$ cat src/rtl/latex_char_packer.sv
`default_nettype none
// ============================================================================
// Module      : latex_char_packer
// Description : Receives the per-character ASCII LaTeX stream, packs two
//               characters per 16-bit word (first char in the high byte),
//               buffers the words in a small FIFO and, on the NUL
//               terminator, reports the character count and XOR checksum.
// Revision    : 1.0 - initial release
// ============================================================================
module latex_char_packer #(
    parameter int FIFO_DEPTH = 4,
    parameter int MAX_CHARS  = 255
) (
    input  logic        clk,
    input  logic        rst,
    input  logic        start,
    input  logic [7:0]  char_in,
    input  logic        char_valid,
    output logic        char_ready,
    output logic [15:0] word_out,
    output logic        word_valid,
    input  logic        word_ready,
    output logic        busy,
    output logic        done,
    output logic [7:0]  char_count,
    output logic [7:0]  checksum,
    output logic        overflow
);

    localparam int           c_AW        = $clog2(FIFO_DEPTH);
    localparam logic [7:0]   c_MAX_CHARS = 8'(MAX_CHARS);
    localparam logic [c_AW:0] c_PTR_ONE  = (c_AW + 1)'(1);

    typedef enum logic [1:0] {
        S_IDLE    = 2'd0,
        S_COLLECT = 2'd1,
        S_DRAIN   = 2'd2,
        S_DONE    = 2'd3
    } state_t;

    state_t r_state;
    state_t w_next_state;

    // Word FIFO storage and pointers (extra MSB distinguishes full from empty)
    logic [15:0]   r_mem [FIFO_DEPTH];
    logic [c_AW:0] r_wr_ptr;
    logic [c_AW:0] r_rd_ptr;
    logic          w_empty;
    logic          w_full;
    logic          w_push;
    logic          w_pop;
    logic [15:0]   w_push_data;

    // Packing / statistics state
    logic          r_pending;
    logic [7:0]    r_high;
    logic [7:0]    r_count;
    logic [7:0]    r_checksum;
    logic          r_overflow;

    logic          w_accept;
    logic          w_is_nul;
    logic          w_at_max;
    logic          w_char_ready;

    assign w_empty  = (r_wr_ptr == r_rd_ptr);
    assign w_full   = (r_wr_ptr[c_AW] != r_rd_ptr[c_AW]) &&
                      (r_wr_ptr[c_AW-1:0] == r_rd_ptr[c_AW-1:0]);

    assign w_accept = char_valid & w_char_ready;
    assign w_is_nul = (char_in == 8'h00);
    assign w_at_max = (r_count == c_MAX_CHARS);

    // A word is produced by the terminator, or by the second char of a pair
    // as long as that char is still being counted (not discarded).
    assign w_push      = w_accept & (w_is_nul | (r_pending & ~w_at_max));
    assign w_push_data = w_is_nul ? (r_pending ? {r_high, 8'h00} : 16'h0000)
                                  : {r_high, char_in};
    assign w_pop       = ~w_empty & word_ready;

    // State register
    always_ff @(posedge clk) begin
        if (rst) begin
            r_state <= S_IDLE;
        end else begin
            r_state <= w_next_state;
        end
    end

    // Next-state and state-decoded outputs
    always_comb begin
        w_next_state = r_state;
        w_char_ready = 1'b0;
        busy         = 1'b1;
        done         = 1'b0;
        case (r_state)
            S_IDLE: begin
                busy = 1'b0;
                if (start) begin
                    w_next_state = S_COLLECT;
                end
            end
            S_COLLECT: begin
                w_char_ready = ~w_full;
                if (w_accept && w_is_nul) begin
                    w_next_state = S_DRAIN;
                end
            end
            S_DRAIN: begin
                if (w_empty) begin
                    w_next_state = S_DONE;
                end
            end
            S_DONE: begin
                done         = 1'b1;
                w_next_state = S_IDLE;
            end
            default: begin
                w_next_state = S_IDLE;
            end
        endcase
    end

    // FIFO pointer update; reset empties the queue
    always_ff @(posedge clk) begin
        if (rst) begin
            r_wr_ptr <= '0;
            r_rd_ptr <= '0;
        end else begin
            if (w_push) begin
                r_wr_ptr <= r_wr_ptr + c_PTR_ONE;
            end
            if (w_pop) begin
                r_rd_ptr <= r_rd_ptr + c_PTR_ONE;
            end
        end
    end

    // FIFO storage write; contents are only meaningful behind the pointers
    always_ff @(posedge clk) begin
        if (w_push) begin
            r_mem[r_wr_ptr[c_AW-1:0]] <= w_push_data;
        end
    end

    // Character packing, count, checksum and overflow tracking
    always_ff @(posedge clk) begin
        if (rst) begin
            r_pending  <= 1'b0;
            r_high     <= 8'h00;
            r_count    <= 8'h00;
            r_checksum <= 8'h00;
            r_overflow <= 1'b0;
        end else if (r_state == S_IDLE && start) begin
            r_pending  <= 1'b0;
            r_count    <= 8'h00;
            r_checksum <= 8'h00;
            r_overflow <= 1'b0;
        end else if (w_accept) begin
            if (w_is_nul) begin
                r_pending <= 1'b0;
            end else if (w_at_max) begin
                r_overflow <= 1'b1;
            end else begin
                r_count    <= r_count + 8'd1;
                r_checksum <= r_checksum ^ char_in;
                if (!r_pending) begin
                    r_high    <= char_in;
                    r_pending <= 1'b1;
                end else begin
                    r_pending <= 1'b0;
                end
            end
        end
    end

    assign char_ready = w_char_ready;
    assign word_valid = ~w_empty;
    assign word_out   = w_empty ? 16'h0000 : r_mem[r_rd_ptr[c_AW-1:0]];
    assign char_count = r_count;
    assign checksum   = r_checksum;
    assign overflow   = r_overflow;

endmodule
`default_nettype wire

$ cat config.mk
export PLATFORM = sky130hd
export DESIGN_NAME = latex_char_packer
export DESIGN_NICKNAME = d
export VERILOG_FILES = /design/src/rtl/latex_char_packer.sv
export SDC_FILE = /design/constraint.sdc
export NUM_CORES = 1
export LEC_CHECK = 0
export ABC_AREA = 1
export BUFFER_PORTS_ARGS = -buffer_cell sky130_fd_sc_hd__buf_2
export CAP_MARGIN = 20
export CORE_MARGIN = 2
export CORE_UTILIZATION = 35
export CTS_BUF_LIST = sky130_fd_sc_hd__clkbuf_2
export DETAILED_ROUTE_END_ITERATION = 10
export PLACE_DENSITY = 0.57
export REMOVE_ABC_BUFFERS = 1
export SETUP_SLACK_MARGIN = 0.3
export SYNTH_ARGS = -nofsm -noshare
export SYNTH_HDL_FRONTEND = slang
export SYNTH_SLANG_ARGS = --single-unit
$ cat constraint.sdc
create_clock -name clk -period 5.5 [get_ports clk]
set_input_delay 0.55 -clock clk [delete_from_list [all_inputs] [get_ports clk]]
set_output_delay 0.55 -clock clk [all_outputs]
set_load 0.1 [all_outputs]
### Yosys cells after proc, flatten, opt, wreduce, memory -nomap -nowiden

Memories as Yosys holds them, arrays and structs flattened. A register that Yosys moved wholly into a read port is not among the register bits.
Index checks and enable logic that the tools add are counted.
W data, S select, Z words.

| word-level totals | value |
|---|---|
| bits of input ports | 13 |
| RAM bits | 64 |
| register bits after elaboration | 34 |
| output and inout bits | 37 |
| memories kept | 1 |

Memory list:

| memory | words | width | rd ports | clocked after memory_dff | wr ports | RTL line | source |
|---|---|---|---|---|---|---|---|
| r_mem | 4 | 16 | 1 | 1 | 1 | 45 | `logic [15:0] r_mem [FIFO_DEPTH];` |

| cells by class | value |
|---|---|
| add/sub/neg operators | 3 |
| bitwise gates (word level) | 12 |
| reduce and logical (&&, ||, !) cells | 11 |
| muxes and demuxes | 17 |
| equal/unequal tests | 11 |

Operators with widths:

| cell | count |
|---|---|
| $mux W16 | 3 |
| $mux W2 | 5 |
| $reduce_and A3 Y1 | 3 |
| $add A8 B1 Y8 const B | 1 |
| $eq A8 B8 Y1 const B | 1 |
| $logic_not A8 Y1 | 1 |
| $mux W1 | 8 |
| $ne A2 B2 Y1 const B | 4 |
| $pmux W2 S4 | 1 |
| $xor A8 B8 Y8 | 1 |
| $add A3 B1 Y3 const B | 2 |
| $not A1 Y1 | 6 |
| $reduce_and A5 Y1 | 1 |
| $and A1 B1 Y1 | 4 |
| $eq A2 B2 Y1 const B | 2 |
| $eq A3 B3 Y1 | 1 |
| $logic_and A1 B1 Y1 | 3 |
| $eq A2 B1 Y1 const B | 1 |
| $eq A2 B2 Y1 | 1 |
| $logic_not A2 Y1 | 1 |
| $reduce_and A2 Y1 | 1 |
| $reduce_or A2 Y1 | 1 |
| $ne A1 B1 Y1 | 1 |
| $or A1 B1 Y1 | 1 |

### Logic depth before layout (Yosys ltp)

| depth | value |
|---|---|
| depth after elaboration | 8 |
| depth in mapped cells | 11 |
| gate-level depth less buffers | 11 |

### Worst setup path before layout

OpenSTA, ideal clock, no wires.

| timing path | value |
|---|---|
| kind | flip-flop to output port |
| from | reg r_wr_ptr[0] |
| to | out word_out[10] |
| buffers on the path | 1 |
| path slack | 2,424 ps |
| arrival time | 2,526 ps |
| stages on the path, launching flop included | 8 |
| cells stage by stage | dfxtp_1 -> inv_2 -> nand2_2 -> nand2_2 -> nand4_2 -> clkbuf_1 -> nand2_1 -> inv_1 |

| between the ends | value |
|---|---|
| word-level cells in the longest chain between the ends | 2 |

Ends and longest elaborated chain:

| item | RTL line | source |
|---|---|---|
| start: declaration | 46 | `logic [c_AW:0] r_wr_ptr;` |
| start signal: assignment | 131 | `r_wr_ptr <= r_wr_ptr + c_PTR_ONE;` |
| $eq A3 B3 Y1 | 66 | `assign w_empty = (r_wr_ptr == r_rd_ptr);` |
| $mux W16 | 179 | `assign word_out = w_empty ? 16'h0000 : r_mem[r_rd_ptr[c_AW-1:0]];` |
| end: declaration | 20 | `output logic [15:0] word_out,` |

No other way between the ends.

==> impl_metrics.yaml <==
timing:
  rsz0062_at_grt: "false"
  period_needed_ns: 3.39
  finalCritPeriodShare: 0.617
  worstMarginPinSlew_ns: 0.965
  relSlewSlack: 0.356
  finalSetupViolCount: 0
  slew_viol_final: 0
  hold_viol: 0
  tns_ns: 0
  fmax_mhz: 295
  fin_skew_ns: 0.0249
power_and_ir_drop:
  p_per_area_mw_per_mm2: 414
  p_leak_nw: 2.05
  vdd_drop_max_uv: 177
yosys:
  synth_area_per_cell_sq_um: 9.73
  syn_inst: 458
  synth_sequential_area_ratio: 0.593
  synth.distinct_cells: 28
  ys_seq_elements: 100
  syn_area_sq_mm: 0.00446
  yosys_warnings: 0
setup_path:
  cpPeakStageDelay_ns: 0.73
  end_kind: "output port"
  cp.arrival_ns: 2.84
  path_cells: "buf_4, inv_1, nor2_1, o32ai_1, nand2_1, inv_1, buf_2"
  crit_top_cell: "inv_1"
  path_max_fanout: 33
  startpoint_type: "flop"
  crit_slowest_cell: "inv_1"
  crit_type: "flop to output port"
  crit_required_ns: 4.95
  cpLargestDelayFamily: "buffers and inverters"
  cp_num_buf_inv: 4
flow_run:
  maxCapViolations: 0
routing:
  drtPass1Iterations: 4
  vias_per_cell: 4.50
  wirelength_mm: 8.71
  drt_iter0_drc: 148
  ant_nets: 0
  num_vias: 3048
  avgRoutedWirePerCell_microns: 12.9
  drc_errors: 0
clocking:
  cts.hold.buffers_added: 0
  cts_tree: "built"
  post_cts_resized: 0
  cts.sinks: 100
  clk_pin_slew_worst_paths_ns: 0.27
  post_cts_buffers: 0
  clockBufferDepth: 2
  numCtsBuffers: 9
  clkLatencyLatePin_ns: 0.53
  htreeDepth: 3
  cts_root_buf: "clkbuf_2"
finish:
  design_area_sq_mm: 0.00498
  final_util: 0.398
  drive_gt1_frac: 0.206
  area_growth_pct: 11.7
  diodes: 0
  final_nets: 524
die:
  io_pins: 50
  die_w_microns: 117
  row_count: 41
  core_sq_mm: 0.0125
  start_util: 0.356
  die_area_sq_mm: 0.0136
  die_h_microns: 117
placed_design:
  place.detailed.hpwl_mm: 5.84
  placed_cell_area_sq_mm: 0.00484
  gp_congestion: 0.756
  port_buffers: 49
global_routing:
  grt_remaining_overflow: 0
  grt_max_degree: 34
  antenna_found_initial: 0
  grt_pass1_wl_mm: 14.6
  grt_pass1_vias: 2958
  groute.usage.overall: 0.140
worst_hold_path:
  hold_path_class: "primary input to flop"
run_status:
  outcome: "completed"
[worst paths after layout]
kind	start	end	slack, ns	depth (start not counted)
setup / recovery	flop	word_out[12]	2.11	7
hold / removal	rst	r_rd_ptr[2]	0.18	2
setup reg to reg	char_count[0]	r_mem[0][3]	2.88	8
hold reg to reg	r_high[6]	r_high[6]	0.51	2
[state kept, by name, summed over array words and instances, names as in the netlist, named ones only]
register and flops:
r_mem 64, r_state 2, r_rd_ptr 3, r_pending 1, r_wr_ptr 3, checksum 8
char_count 8, r_high 8, overflow 1
[layout make-up]
class	instances	area, sq um
Fill cell	1307	7540
Sequential cell	100	2640
Multi-Input combinational cell	282	1510
Timing Repair Buffer	53	295
Tap cell	172	215
Inverter	54	204
Clock inverter	6	57.6
Clock buffer	10	50.0
[routing by layer]
layer / wire [microns] / GRT usage / share of wire / vias up
met5: 0 / 0 / 0 / -
met3: 501 / 0.0340 / 0.058 / 7
li1: - / - / - / 1589
met1: 4050 / 0.181 / 0.46 / 1384
met4: 68 / 0.0337 / 0.0078 / 0
met2: 4090 / 0.238 / 0.47 / 68
[report_power, final]
group / switching (mW) / total (mW) / internal [mW]
clock: 0.251 / 0.324 / 0.0725
sequential: 0.0272 / 0.875 / 0.848
combinational: 0.696 / 0.864 / 0.168
total: 0.975 / 2.06 / 1.09
[synth_stat cells]
cell type,count,area [sq um]
nand3_2,1,10.0
xnor2_1,1,8.76
inv_1,49,184
nand2_2,11,68.8
a21oi_2,9,78.8
nand2_4,1,11.3
nand3_1,7,35.0
nand4_1,3,18.8
or2_2,1,6.26
clkbuf_1,20,75.1
buf_12,1,20.0
nand4_2,1,12.5
o21ai_0,31,155
dfxtp_1,36,721
nor3_1,3,15.0
nand3_4,1,17.5
nand2_1,59,221
a21oi_1,14,70.1
o32ai_1,16,140
nor2_4,3,33.8
edfxtp_1,64,1920
clkinv_2,1,5.00
ha_1,11,138
nor3b_1,1,7.51
buf_2,1,5.00
xor2_1,11,96.3
nor2_1,97,364
inv_2,4,15.0
[cells by family after synthesis]
logic type,count (synthesis),share of synthesized area
buffers and inverters,76,0.0682
and+or+nand+nor,189,0.184
xor gates and xnor gates,12,0.0236
AOI/OAI and AO/OA,70,0.0997
DFF,100,0.593
adders and majority gates,11,0.0309
[through the flow]
stage	power [mW]	hold slack [ns]	worst slack, ns	std cells
6_report	2.06	0.182	2.11	677
5_1_grt	2.19	0.0993	1.78	677
4_1_cts	2.08	0.115	2.01	676
3_5_place_dp	1.75	0.465	2.72	660
3_3_place_gp	1.74	0.449	2.71	660
2_1_floorplan	1.59	0.455	2.60	436
[cells in the final DEF, fill, tap and decap left out, types with 14 or more instances in the layout]
cell type	count
inv_1	49
buf_2	49
dfxtp_1	36
o21ai_0	31
edfxtp_1	64
a21oi_1	14
o32ai_1	16
nor2_1	95
nand2_1	59
Note: power is estimated with default switching activity, not from simulation.
